==> src/rtl/matrix_frame_sequencer.sv <==
// rtl/matrix_frame_sequencer.sv - frame store and playback sequencer feeding the 6x6 LED matrix scan driver
// Optional feature macro: SEQ_PINGPONG_EN (bounce playback 0..last..0 instead of wrap-around).
module matrix_frame_sequencer #(
  parameter int NUM_FRAMES = 8,
  parameter int IDX_W      = 3,
  parameter int DWELL_W    = 8
) (
  input  logic               clk,
  input  logic               rst_n,
  input  logic               tick,
  input  logic               wr_valid,
  output logic               wr_ready,
  input  logic [IDX_W-1:0]   wr_addr,
  input  logic [35:0]        wr_data,
  input  logic               play_en,
  input  logic [IDX_W-1:0]   last_frame,
  input  logic [DWELL_W-1:0] dwell,
  output logic [35:0]        img,
  output logic [IDX_W-1:0]   frame_idx,
  output logic               frame_start
);

  localparam logic [1:0] ST_IDLE = 2'd0;
  localparam logic [1:0] ST_LOAD = 2'd1;
  localparam logic [1:0] ST_SHOW = 2'd2;

  logic [1:0]         state_q, state_d;
  // idx_q is the slot that the next LOAD fetches; it runs ahead of frame_idx_q.
  logic [IDX_W-1:0]   idx_q, idx_d;
  // last_frame as captured in LOAD, so one frame period sees a stable limit.
  logic [IDX_W-1:0]   last_q, last_d;
  logic [DWELL_W-1:0] cnt_q, cnt_d;
  logic [35:0]        img_q, img_d;
  logic [IDX_W-1:0]   frame_idx_q, frame_idx_d;
  logic               frame_start_q, frame_start_d;

  logic [35:0]        store_q [NUM_FRAMES];
  logic               wr_en;
  logic [35:0]        rd_data;
  logic [DWELL_W-1:0] dwell_m1;
  logic               dwell_done;
  logic               advance;
  logic [IDX_W-1:0]   adv_idx;

`ifdef SEQ_PINGPONG_EN
  // 1 = counting up, 0 = counting down.
  logic               dir_q, dir_d;
  logic               adv_dir;
`endif

  // Store port and dwell comparison helpers.
  always_comb begin
    wr_ready   = (state_q != ST_LOAD);
    wr_en      = wr_valid & wr_ready & rst_n;
    rd_data    = store_q[idx_q];
    dwell_m1   = (dwell == '0) ? '0 : dwell - DWELL_W'(1);
    // >= rather than == so a dwell shrunk below the running count still advances.
    dwell_done = (cnt_q >= dwell_m1);
    advance    = play_en & (state_q == ST_SHOW) & tick & dwell_done;
  end

  // Frame store write; contents deliberately survive reset.
  always_ff @(posedge clk) begin
    if (wr_en) begin
      store_q[wr_addr] <= wr_data;
    end
  end

`ifdef SEQ_PINGPONG_EN
  // Next slot in bounce order; endpoints are visited once per pass.
  always_comb begin
    adv_idx = idx_q;
    adv_dir = dir_q;
    if (last_q == '0) begin
      adv_idx = '0;
    end else if (idx_q > last_q) begin
      adv_idx = last_q;
      adv_dir = 1'b0;
    end else if (dir_q) begin
      if (idx_q == last_q) begin
        adv_idx = idx_q - IDX_W'(1);
        adv_dir = 1'b0;
      end else begin
        adv_idx = idx_q + IDX_W'(1);
      end
    end else begin
      if (idx_q == '0) begin
        adv_idx = IDX_W'(1);
        adv_dir = 1'b1;
      end else begin
        adv_idx = idx_q - IDX_W'(1);
      end
    end
  end

  // Direction restarts upward whenever playback restarts.
  always_comb begin
    dir_d = dir_q;
    if (!play_en || state_q == ST_IDLE) begin
      dir_d = 1'b1;
    end else if (advance) begin
      dir_d = adv_dir;
    end
  end

  // Direction register.
  always_ff @(posedge clk) begin
    if (!rst_n) begin
      dir_q <= 1'b1;
    end else begin
      dir_q <= dir_d;
    end
  end
`else
  // Next slot in wrap order; >= also recovers when last_frame shrinks mid-play.
  always_comb begin
    adv_idx = (idx_q >= last_q) ? '0 : idx_q + IDX_W'(1);
  end
`endif

  // Playback FSM: IDLE -> LOAD -> SHOW -> LOAD ...; play_en low overrides everything.
  always_comb begin
    state_d       = state_q;
    idx_d         = idx_q;
    last_d        = last_q;
    cnt_d         = cnt_q;
    img_d         = img_q;
    frame_idx_d   = frame_idx_q;
    frame_start_d = 1'b0;
    if (!play_en) begin
      state_d     = ST_IDLE;
      idx_d       = '0;
      cnt_d       = '0;
      img_d       = '0;
      frame_idx_d = '0;
    end else begin
      case (state_q)
        ST_IDLE: begin
          state_d = ST_LOAD;
          idx_d   = '0;
        end
        ST_LOAD: begin
          state_d       = ST_SHOW;
          img_d         = rd_data;
          frame_idx_d   = idx_q;
          frame_start_d = 1'b1;
          cnt_d         = '0;
          last_d        = last_frame;
        end
        ST_SHOW: begin
          if (tick) begin
            if (dwell_done) begin
              idx_d   = adv_idx;
              state_d = ST_LOAD;
            end else begin
              cnt_d = cnt_q + DWELL_W'(1);
            end
          end
        end
        default: begin
          state_d     = ST_IDLE;
          idx_d       = '0;
          cnt_d       = '0;
          img_d       = '0;
          frame_idx_d = '0;
        end
      endcase
    end
  end

  // FSM and output registers.
  always_ff @(posedge clk) begin
    if (!rst_n) begin
      state_q       <= ST_IDLE;
      idx_q         <= '0;
      last_q        <= '0;
      cnt_q         <= '0;
      img_q         <= '0;
      frame_idx_q   <= '0;
      frame_start_q <= 1'b0;
    end else begin
      state_q       <= state_d;
      idx_q         <= idx_d;
      last_q        <= last_d;
      cnt_q         <= cnt_d;
      img_q         <= img_d;
      frame_idx_q   <= frame_idx_d;
      frame_start_q <= frame_start_d;
    end
  end

  assign img         = img_q;
  assign frame_idx   = frame_idx_q;
  assign frame_start = frame_start_q;

endmodule

==> config.mk <==
export PLATFORM = sky130hd
export DESIGN_NAME = matrix_frame_sequencer
export DESIGN_NICKNAME = d
export VERILOG_FILES = /design/src/rtl/matrix_frame_sequencer.sv
export SDC_FILE = /design/constraint.sdc
export NUM_CORES = 1
export LEC_CHECK = 0
export CAP_MARGIN = 20
export CORE_ASPECT_RATIO = 0.6
export CORE_MARGIN = 2
export CORE_UTILIZATION = 35
export CTS_CLUSTER_SIZE = 12
export DETAILED_ROUTE_END_ITERATION = 10
export DONT_BUFFER_PORTS = 1
export MAX_ROUTING_LAYER = met4
export PLACE_DENSITY = 0.57
export SYNTH_ARGS = -nofsm -noshare
export SYNTH_HDL_FRONTEND = slang
export SYNTH_SLANG_ARGS = --single-unit
==> constraint.sdc <==
create_clock -name clk -period 6.6 [get_ports clk]
set_input_delay 1.32 -clock clk [delete_from_list [all_inputs] [get_ports clk]]
set_output_delay 1.32 -clock clk [all_outputs]
set_load 0.1 [all_outputs]
==> results.toml, run 1 <==
[outcome]
result_of_the_run = "complete, no violations"

[synth]
postSynth.topFlopCell = "sky130_fd_sc_hd__edfxtp_1"
synth_area_per_cell_um2 = 18.7
synthDominantAreaCellType = "sky130_fd_sc_hd__edfxtp_1"
netlist-cell-type-count = 54
synthesis.area_um2 = 13300
number_of_synthesized_flops_with_an_enable_pin = 288
yosysSeqAreaShare_pct = 73.9
syn_inst = 712
yosysWarningCount = 0
synth-seq-cells = 347
async_reset_ff_share_pct = 0
post-synth-top-area-fraction_pct = 65.0
synth_fp_nets = 781
post_synth_main_area_contributors = "sky130_fd_sc_hd__edfxtp_1, sky130_fd_sc_hd__mux4_2, sky130_fd_sc_hd__dfxtp_1, sky130_fd_sc_hd__mux2i_1, sky130_fd_sc_hd__o21ai_0"

[grt]
use_met3_pct = 4.86
pin_count_of_the_biggest_net_entering_global_routing = 73
number_of_global_route_vias_before_repair = 6718
grt_use_met1_pct = 20.8
grt_antenna_before_repair = 1
global_route_wire_length_before_repair_mm = 42.9
gr-max-usage-layer = "met2"
grt.met2_usage_pct = 21.2
grt-ovfl-total = 0
globalRouteTotalUtil_pct = 15.0

[clock_tree]
clock_insertion_delay_worst_skew_ns = 0.51
cts_buffers = 36
cts.htree.levels = 2
clock-root-buffer = "sky130_fd_sc_hd__clkbuf_16"
tritoncts = "built"
post-cts-setup-buffers = 0
hold_buffers = 0
cts.clk_slew.worst_paths_ns = 0.06
post_cts_resize_count = 0
sinks_on_the_clock_net = 347
cts-root-to-sink-buffers = 3

[layout]
insertedDiodeCount = 0
synthToLayoutAreaGrowth_pct = 13.4
final-instance-count-excl-fill = 1272
mostFrequentLayoutCell = "sky130_fd_sc_hd__edfxtp_1"
post_route_cells_drive_above_1_share_pct = 20.3
top_library_cells_by_usage_in_the_layout_fill_and_taps_aside = "sky130_fd_sc_hd__edfxtp_1, sky130_fd_sc_hd__mux4_2, sky130_fd_sc_hd__dfxtp_1"
utilization_pct = 40.2
num-nets-final = 802

[sta]
achievable-frequency_ghz = 0.267
slew-limit-headroom_pct = 26.3
final_min_period_over_clock_period_pct = 56.8
finalHoldViolations = 0
slew_worst_pin_ns = 1.11
setup-violations-final = 0
finalCriticalPeriod_ns = 3.75
finClkSkew_ns = 0.0114
rsz_0062_raised_after_global_routing = "false"
setup_total_negative_slack_ns = 0
timing_max_transition_violations_final = 0

[die]
die_area_um2 = 39600
initial_utilization_pct = 35.4
design.portCount = 96
die-height_um = 155
die_span_in_x_um = 256
floorplan.rows = 55
core_area_um2 = 37600

[power]
power.total_mw = 4.43
leakage_nw = 4.57
power_per_cell_area_nw_per_um2 = 294
vdd_ir_drop_max_mv = 0.156

[hold_path]
hold_path_startpoint = "last_q[2]"
class_of_the_tightest_hold_or_removal_check = "reg2reg"

[detailed_routing]
drc = 0
antenna_left = 0
detail_route.vias_per_cell = 5.07
drt_first_iter_violations = 508
routed-via-count = 6443
first_pass_iters = 5
routed_wire_length_per_instance_um = 22.2
wirelength_mm = 28.2

[worst_setup_path]
worst-path-max-fanout = 22
timing.critical_path.from_type = "register"
arrival_ns = 3.94
end_kind = "register"
crit_start = "state_q[0]"
data_required_time_at_the_worst_endpoint_ns = 6.79
critical_path.reg2reg.startpoint = "state_q[0]"
worstSetupPathType = "reg2reg"

[placed_design]
placedCellCount = 1208
placer_s_final_routability_congestion_estimate = 0.801
detailed_place_hpwl_mm = 16.1
port_buffers = 0

[job]
maxCapViolCount = 0
## sequential cells by signal (all words and copies together) (netlist names), named ones only
register and flops:
frame_idx 3, frame_start 1, idx_q 3, state_q 2
img 36, cnt_q 8, store_q 288, last_q 3
## final cells by class
class,count,area (um^2)
clock inverters,4,67.6
well taps,513,642
inverters,9,33.8
fillers,3376,22500
flip-flops and latches,347,9840
clock buffers,60,1030
repair buffers,12,90.1
multi-input cells,327,3390
## metal layers
layer / up-vias / share of wire (%)
li1: 2923 / -
met1: 3333 / 48
met2: 144 / 43
met3: 43 / 7.2
met4: 0 / 1.7
met5: - / 0
## where the power goes
group	total [mW]	switching [mW]	leakage, nW	internal (mW)
combinational	0.0701	0.0480	0.961	0.0220
sequential	2.44	0.0417	3.08	2.40
clock	1.93	0.786	0.527	1.14
total	4.43	0.875	4.57	3.56
## Yosys cell counts (2+ instances only)
master                     instances
sky130_fd_sc_hd__ha_1             14
sky130_fd_sc_hd__a21boi_0          3
sky130_fd_sc_hd__and2_1            2
sky130_fd_sc_hd__mux4_2           72
sky130_fd_sc_hd__nand4_1           4
sky130_fd_sc_hd__nand2_1          55
sky130_fd_sc_hd__a32o_1            2
sky130_fd_sc_hd__inv_1             9
sky130_fd_sc_hd__nor2b_1           2
sky130_fd_sc_hd__a22o_1            2
sky130_fd_sc_hd__clkbuf_1         16
sky130_fd_sc_hd__nor2_1           11
sky130_fd_sc_hd__and3_1            2
sky130_fd_sc_hd__nor4_1            3
sky130_fd_sc_hd__o31ai_1           2
sky130_fd_sc_hd__or3_1             3
sky130_fd_sc_hd__buf_1             3
sky130_fd_sc_hd__xor2_1            3
sky130_fd_sc_hd__a41oi_1           3
sky130_fd_sc_hd__mux2_2            2
sky130_fd_sc_hd__mux2i_1          37
sky130_fd_sc_hd__dfxtp_1          59
sky130_fd_sc_hd__buf_2             9
sky130_fd_sc_hd__or2_2             2
sky130_fd_sc_hd__a31oi_1           4
sky130_fd_sc_hd__nor3b_1           4
sky130_fd_sc_hd__a31o_2            2
sky130_fd_sc_hd__nor3_1            7
sky130_fd_sc_hd__edfxtp_1        288
sky130_fd_sc_hd__nand2b_1          4
sky130_fd_sc_hd__nand3_1           8
sky130_fd_sc_hd__o21a_1            2
sky130_fd_sc_hd__o21ai_0          44
sky130_fd_sc_hd__a21oi_1           9
## through the flow
stage	setup WS, ns	instance area, um^2	hold WS (ns)
after floorplan	2.06	13300	0.443
after global placement	2.54	14000	0.461
after detailed placement	2.55	14000	0.461
after CTS	2.82	15100	0.470
after global routing	2.69	15100	0.496
final	2.85	15100	0.469
## cell families after synthesis
family | share of synthesized area (%)
flip-flops | 73.9
AND/OR/NAND/NOR | 4.40
AO/OA/AOI/OAI | 3.85
adder cells (fa/ha/maj) | 1.32
multiplexers | 15.1
XOR/XNOR | 0.263
buffers and inverters | 1.17
## critical path: stages (launching register included)
cell and delay [ns]:
sky130_fd_sc_hd__dfxtp_1 0.45, sky130_fd_sc_hd__nor2b_1 0.28, sky130_fd_sc_hd__inv_1 0.80, sky130_fd_sc_hd__nand4_1 0.56, sky130_fd_sc_hd__nor2_4 0.90, sky130_fd_sc_hd__buf_4 0.41
## path summary, 6_finish.rpt
check	to	slack, ns	cells past startpoint
setup / recovery	store_q[5][30]	2.85	5
hold / removal	last_q[2]	0.47	2
setup reg to reg	store_q[5][30]	2.85	5
hold reg to reg	last_q[2]	0.47	2
Power figures use the tool's default switching activity.
==> run 2: changes to the inputs <==
--- a/config.mk
+++ b/config.mk
@@ -13,7 +13,7 @@
 export DETAILED_ROUTE_END_ITERATION = 10
 export DONT_BUFFER_PORTS = 1
 export MAX_ROUTING_LAYER = met4
-export PLACE_DENSITY = 0.57
+export PLACE_DENSITY = 0.59
 export SYNTH_ARGS = -nofsm -noshare
 export SYNTH_HDL_FRONTEND = slang
 export SYNTH_SLANG_ARGS = --single-unit
==> constraint.sdc (replaced) <==
create_clock -name clk -period 3.1 [get_ports clk]
set_input_delay 0.62 -clock clk [delete_from_list [all_inputs] [get_ports clk]]
set_output_delay 0.62 -clock clk [all_outputs]
set_load 0.1 [all_outputs]
==> run 2 against run 1 <==
Die area is the same. Clock power rose by 110%. Flip-flop and latch count unchanged. Total power increased by 110%. Count of clock-buffer cells in the layout down 2. Non-clock buffer count is 27 higher. Combinational power up 150%. Clock skew grew 0.0078 ns. Register-to-register slack worse by 2.4 ns. Final cell count grew 2.1%. Via count is 2.0% higher. Largest cell class unchanged.
==> results.toml, run 2 (synthesis results as in run 1) <==
[clock_tree]
post-cts-setup-buffers = 0
clock-root-buffer = "sky130_fd_sc_hd__clkbuf_16"
sinks_on_the_clock_net = 347
post_cts_resize_count = 0
clock_insertion_delay_worst_skew_ns = 0.53
cts-root-to-sink-buffers = 3
cts_buffers = 36
cts.htree.levels = 2
hold_buffers = 0
tritoncts = "built"
cts.clk_slew.worst_paths_ns = 0.06

[placed_design]
placer_s_final_routability_congestion_estimate = 0.812
detailed_place_hpwl_mm = 17.3
placedCellCount = 1235
preCtsSetupSlack_ns = -0.121
port_buffers = 0

[worst_setup_path]
critical_path.endpoint = "cnt_q[4]"
cp_cell_sequence = "nor4_2 > nand2_1 > or3_4 > and2_1 > ha_1 > a31oi_1 > nor2b_1 > buf_4 > o21a_1 > buf_4 > o21ai_0 > buf_4 > a31oi_1"
crit_top_cell = "sky130_fd_sc_hd__buf_4"
worst-path-max-fanout = 6
data_required_time_at_the_worst_endpoint_ns = 3.49
timing.critical_path.from_type = "input pin"
end_kind = "register"
setup_slack_on_the_worst_flop_to_flop_path_ns = 0.44
critical-path-slowest-cell = "sky130_fd_sc_hd__or3_4"
worstSetupPathType = "in2reg"
critical_path.reg2reg.startpoint = "state_q[0]"
arrival_ns = 3.10
crit_start = "dwell[5]"
r2r-end = "store_q[6][32]"
worst_path_largest_cell_delay_ns = 0.37
worst-r2r-cell-count = 6

[outcome]
result_of_the_run = "complete, no violations"

[detailed_routing]
routed_wire_length_per_instance_um = 22.0
detail_route.vias_per_cell = 5.06
wirelength_mm = 28.6
drt_first_iter_violations = 547
antenna_left = 0
first_pass_iters = 5
drc = 0
routed-via-count = 6570

[grt]
global_route_wire_length_before_repair_mm = 43.2
number_of_global_route_vias_before_repair = 6670
globalRouteTotalUtil_pct = 15.1
grt-ovfl-total = 0
pin_count_of_the_biggest_net_entering_global_routing = 33
grt_antenna_before_repair = 0

[sta]
achievable-frequency_ghz = 0.369
timing_max_transition_violations_final = 0
final_min_period_over_clock_period_pct = 87.5
finalCriticalPeriod_ns = 2.71
rsz_0062_raised_after_global_routing = "false"
finClkSkew_ns = 0.0193
slew-limit-headroom_pct = 30.6
layout_setup_ws_ns = 0.389
setup-violations-final = 0
slew_worst_pin_ns = 1.04
finalHoldViolations = 0

[layout]
largest_reg_flops = 288
final-instance-count-excl-fill = 1299
synthToLayoutAreaGrowth_pct = 15.7
post_route_cells_drive_above_1_share_pct = 23.8
top_library_cells_by_usage_in_the_layout_fill_and_taps_aside = "sky130_fd_sc_hd__edfxtp_1, sky130_fd_sc_hd__mux4_2, sky130_fd_sc_hd__dfxtp_1"
mostFrequentLayoutCell = "sky130_fd_sc_hd__edfxtp_1"
multi_input_gate_area_um2 = 3410
seqCellArea_um2 = 9840
largest_register = "store_q"
nFillCells = 3339
num-nets-final = 829
insertedDiodeCount = 0

[hold_path]
class_of_the_tightest_hold_or_removal_check = "in2reg"

[die]
die_area_um2 = 39600
floorplan.rows = 55
die_span_in_x_um = 256
core_area_um2 = 37600
die-height_um = 155
initial_utilization_pct = 35.4
design.portCount = 96

[power]
leakage_nw = 4.73
vdd_ir_drop_max_mv = 0.312
power_per_cell_area_nw_per_um2 = 616

[job]
maxCapViolCount = 0
==> run 2: metrics by stage <==
stage	utilization (%)	power, mW	setup TNS (ns)	cell area, um^2	hold WS (ns)
6_report	41.0	9.48	0	15400	0.185
4_1_cts	41.0	9.61	0	15400	0.151
3_5_place_dp	38.0	5.46	-0.591	14300	0.462
3_3_place_gp	37.9	5.46	-0.250	14200	0.457
2_1_floorplan	-	5.39	-122.01	13300	0.443
5_1_grt	41.0	9.82	0	15400	0.150
==> run 2: area by class of cell <==
type                            instances  area share [%]
Sequential cell                       347            63.9
Multi-Input combinational cell        327            22.2
Clock buffer                           58            6.73
Tap cell                              513            4.17
Timing Repair Buffer                   39            2.33
Clock inverter                          6           0.455
Inverter                                9           0.219
==> run 2: critical path: cells and delay by family <==
family | cells | cell delay [ns]
AOI/OAI and AO/OA | 4 | 0.68
adders and majority gates | 1 | 0.27
buffers and inverters | 3 | 0.46
and+or+nand+nor | 5 | 1.06
==> run 2: where the power goes <==
part	internal, mW	leakage (nW)	switching, mW	total [mW]
Combinational	0.0606	1.12	0.111	0.172
Clock	2.38	0.535	1.74	4.12
Sequential	5.10	3.08	0.0835	5.19
Total	7.54	4.73	1.94	9.48
==> run 2: worst min path at each step <==
stage / from / endpoint / slack [ns] / cells after the start
floorplan: last_q[1] / last_q[1] / 0.44 / 2
global placement: last_q[2] / last_q[2] / 0.46 / 2
detailed placement: last_q[1] / last_q[1] / 0.46 / 2
CTS: wr_data[1] / store_q[0][1] / 0.15 / 0
global route: wr_data[1] / store_q[5][1] / 0.15 / 0
finish: wr_data[19] / store_q[6][19] / 0.18 / 0
==> run 2: metal layers <==
layer,routed length [um],global-route usage [%],part of all wire [%],vias up
met3,1640,3.71,5.7,49
met4,507,3.43,1.8,0
met5,0,-,0,-
met1,13600,21.0,47,3399
li1,-,-,-,2970
met2,12900,22.4,45,152
==> run 3: changes to the inputs <==
--- a/config.mk
+++ b/config.mk
@@ -8,12 +8,12 @@
 export CAP_MARGIN = 20
 export CORE_ASPECT_RATIO = 0.6
 export CORE_MARGIN = 2
-export CORE_UTILIZATION = 35
+export CORE_UTILIZATION = 45
 export CTS_CLUSTER_SIZE = 12
 export DETAILED_ROUTE_END_ITERATION = 10
 export DONT_BUFFER_PORTS = 1
 export MAX_ROUTING_LAYER = met4
-export PLACE_DENSITY = 0.59
+export PLACE_DENSITY = 0.7
 export SYNTH_ARGS = -nofsm -noshare
 export SYNTH_HDL_FRONTEND = slang
 export SYNTH_SLANG_ARGS = --single-unit
==> run 3 against run 2 <==
Clock skew down 0.0069 ns. Final cell count down 9.6%. Combinational power down 5%. First-iteration DRC count up 5.1%. Design area down 2.0%. Largest power group unchanged. Global-route usage up 4.6 points. Fmax down 1.4%. Critical path type unchanged. Critical endpoint is now idx_q[0]. Count of clock-buffer cells in the layout unchanged. Core utilization up 11 points. Sequential power about the same.
==> results.toml, run 3 (synthesis results as in run 1) <==
[worst_setup_path]
cp_cell_sequence = "nor4_2 > nand2_1 > or3_4 > and2_1 > ha_1 > a31oi_1 > nor2b_1 > or4_4 > and4_4 > mux2_2"
worst_path_largest_cell_delay_ns = 0.56
worst-path-max-fanout = 6
path_buf_inv = 0
critical_path.top_delay_family = "simple AND/OR/NAND/NOR gates"
data_required_time_at_the_worst_endpoint_ns = 3.50
end_kind = "register"
critical-path-slowest-cell = "sky130_fd_sc_hd__or4_4"
arrival_ns = 3.15
timing.critical_path.from_type = "input pin"
worstSetupPathType = "in2reg"

[detailed_routing]
routed-via-count = 6725
drc = 0
drt_first_iter_violations = 575
routed_wire_length_per_instance_um = 24.2
wirelength_mm = 28.4
first_pass_iters = 7
detail_route.vias_per_cell = 5.73
antenna_left = 0

[die]
die-height_um = 137
core_area_um2 = 28900
die_area_um2 = 31000
initial_utilization_pct = 46.1
design.portCount = 96
floorplan.rows = 48
die_span_in_x_um = 226

[sta]
final_min_period_over_clock_period_pct = 88.7
slew_worst_pin_ns = 1.09
finalCriticalPeriod_ns = 2.75
finalHoldViolations = 0
rsz_0062_raised_after_global_routing = "false"
achievable-frequency_ghz = 0.364
slew-limit-headroom_pct = 27.3
timing_max_transition_violations_final = 0
final.hold.worst_slack_ns = 0.186
setup-violations-final = 0
finClkSkew_ns = 0.0124

[layout]
post_route_cells_drive_above_1_share_pct = 22.4
largest_reg_flops = 288
largest_register = "store_q"
mostFrequentLayoutCell = "sky130_fd_sc_hd__edfxtp_1"
utilization_pct = 52.2
top_library_cells_by_usage_in_the_layout_fill_and_taps_aside = "sky130_fd_sc_hd__edfxtp_1, sky130_fd_sc_hd__mux4_2, sky130_fd_sc_hd__dfxtp_1"
num-nets-final = 819
synthToLayoutAreaGrowth_pct = 13.3
insertedDiodeCount = 0
final-instance-count-excl-fill = 1174
fin_area_um2 = 15100

[clock_tree]
hold_buffers = 0
post_cts_resize_count = 0
cts.clk_slew.worst_paths_ns = 0.06
sinks_on_the_clock_net = 347
cts-root-to-sink-buffers = 3
clock_insertion_delay_worst_skew_ns = 0.52
cts_buffers = 35
clock-root-buffer = "sky130_fd_sc_hd__clkbuf_16"
tritoncts = "built"
post-cts-setup-buffers = 0
cts.htree.levels = 2

[power]
vdd_ir_drop_max_mv = 0.377
p_int_mw = 7.35
power_per_cell_area_nw_per_um2 = 610
swShare_pct = 20.1
p_seq_share_pct = 56.4
power.total_mw = 9.20
leakage_nw = 4.64
net-switching-power_mw = 1.85
power_frac_comb_pct = 1.8
clockPowerShare_pct = 41.8

[grt]
globalRouteTotalUtil_pct = 19.7
grt_antenna_before_repair = 0
number_of_global_route_vias_before_repair = 6865
pin_count_of_the_biggest_net_entering_global_routing = 56
global_route_wire_length_before_repair_mm = 42.7
grt-ovfl-total = 0

[placed_design]
port_buffers = 0
placer_s_final_routability_congestion_estimate = 0.837
placedCellCount = 1113
placement.cell_area_um2 = 14000
detailed_place_hpwl_mm = 17.1

[job]
maxCapViolCount = 0

[hold_path]
class_of_the_tightest_hold_or_removal_check = "in2reg"

[outcome]
result_of_the_run = "complete, no violations"
## run 3: changes by cell type in the layout (fill, tap and decap cells not counted)
cell / before / now
sky130_fd_sc_hd__buf_16: 1 / 0
sky130_fd_sc_hd__buf_8: 1 / 0
sky130_fd_sc_hd__clkinv_4: 1 / 0
sky130_fd_sc_hd__clkinv_2: 3 / 0
sky130_fd_sc_hd__bufinv_16: 1 / 0
sky130_fd_sc_hd__buf_4: 34 / 27
sky130_fd_sc_hd__inv_6: 0 / 2
sky130_fd_sc_hd__clkbuf_1: 19 / 21
sky130_fd_sc_hd__clkbuf_16: 38 / 36
## run 3: layer usage
metal	part of all wire, %	wire [um]	vias to the layer above	track usage (%)
met1	44	12500	3497	27.1
met3	8.0	2280	38	5.37
li1	-	-	2950	-
met2	47	13200	240	29.4
met5	0	0	-	-
met4	1.4	399	0	4.71
## run 3: per-stage QoR
step | TNS [ns] | setup WS (ns)
global route | 0 | 0.259
floorplan | -122.01 | -0.465
global placement | -0.434 | -0.108
detailed placement | -0.645 | -0.148
finish | 0 | 0.351
CTS | 0 | 0.392
## run 3: area by class of cell
cell class | count | area (um^2)
Inverter | 9 | 33.8
Sequential cell | 347 | 9840
Multi-Input combinational cell | 327 | 3410
Clock buffer | 58 | 993
Fill cell | 2248 | 13800
Tap cell | 400 | 500
Clock inverter | 3 | 33.8
Timing Repair Buffer | 30 | 263
## run 3: final timing paths
| check | from | endpoint | slack (ns) | cells after the start |
|---|---|---|---|---|
| max | dwell[5] | idx_q[0] | 0.35 | 10 |
| min | wr_data[3] | store_q[4][3] | 0.19 | 0 |
| min reg2reg | last_q[1] | last_q[1] | 0.49 | 2 |
| max reg2reg | state_q[0] | store_q[0][26] | 0.48 | 6 |
## run 3: power groups by stage
stage | registers [mW] | clock network, mW | logic [mW]
2_1_floorplan | 5.28 | 0 | 0.103
3_3_place_gp | 5.29 | 0 | 0.159
3_5_place_dp | 5.29 | 0 | 0.163
4_1_cts | 5.19 | 3.95 | 0.164
5_1_grt | 5.19 | 4.15 | 0.179
6_report | 5.19 | 3.85 | 0.163
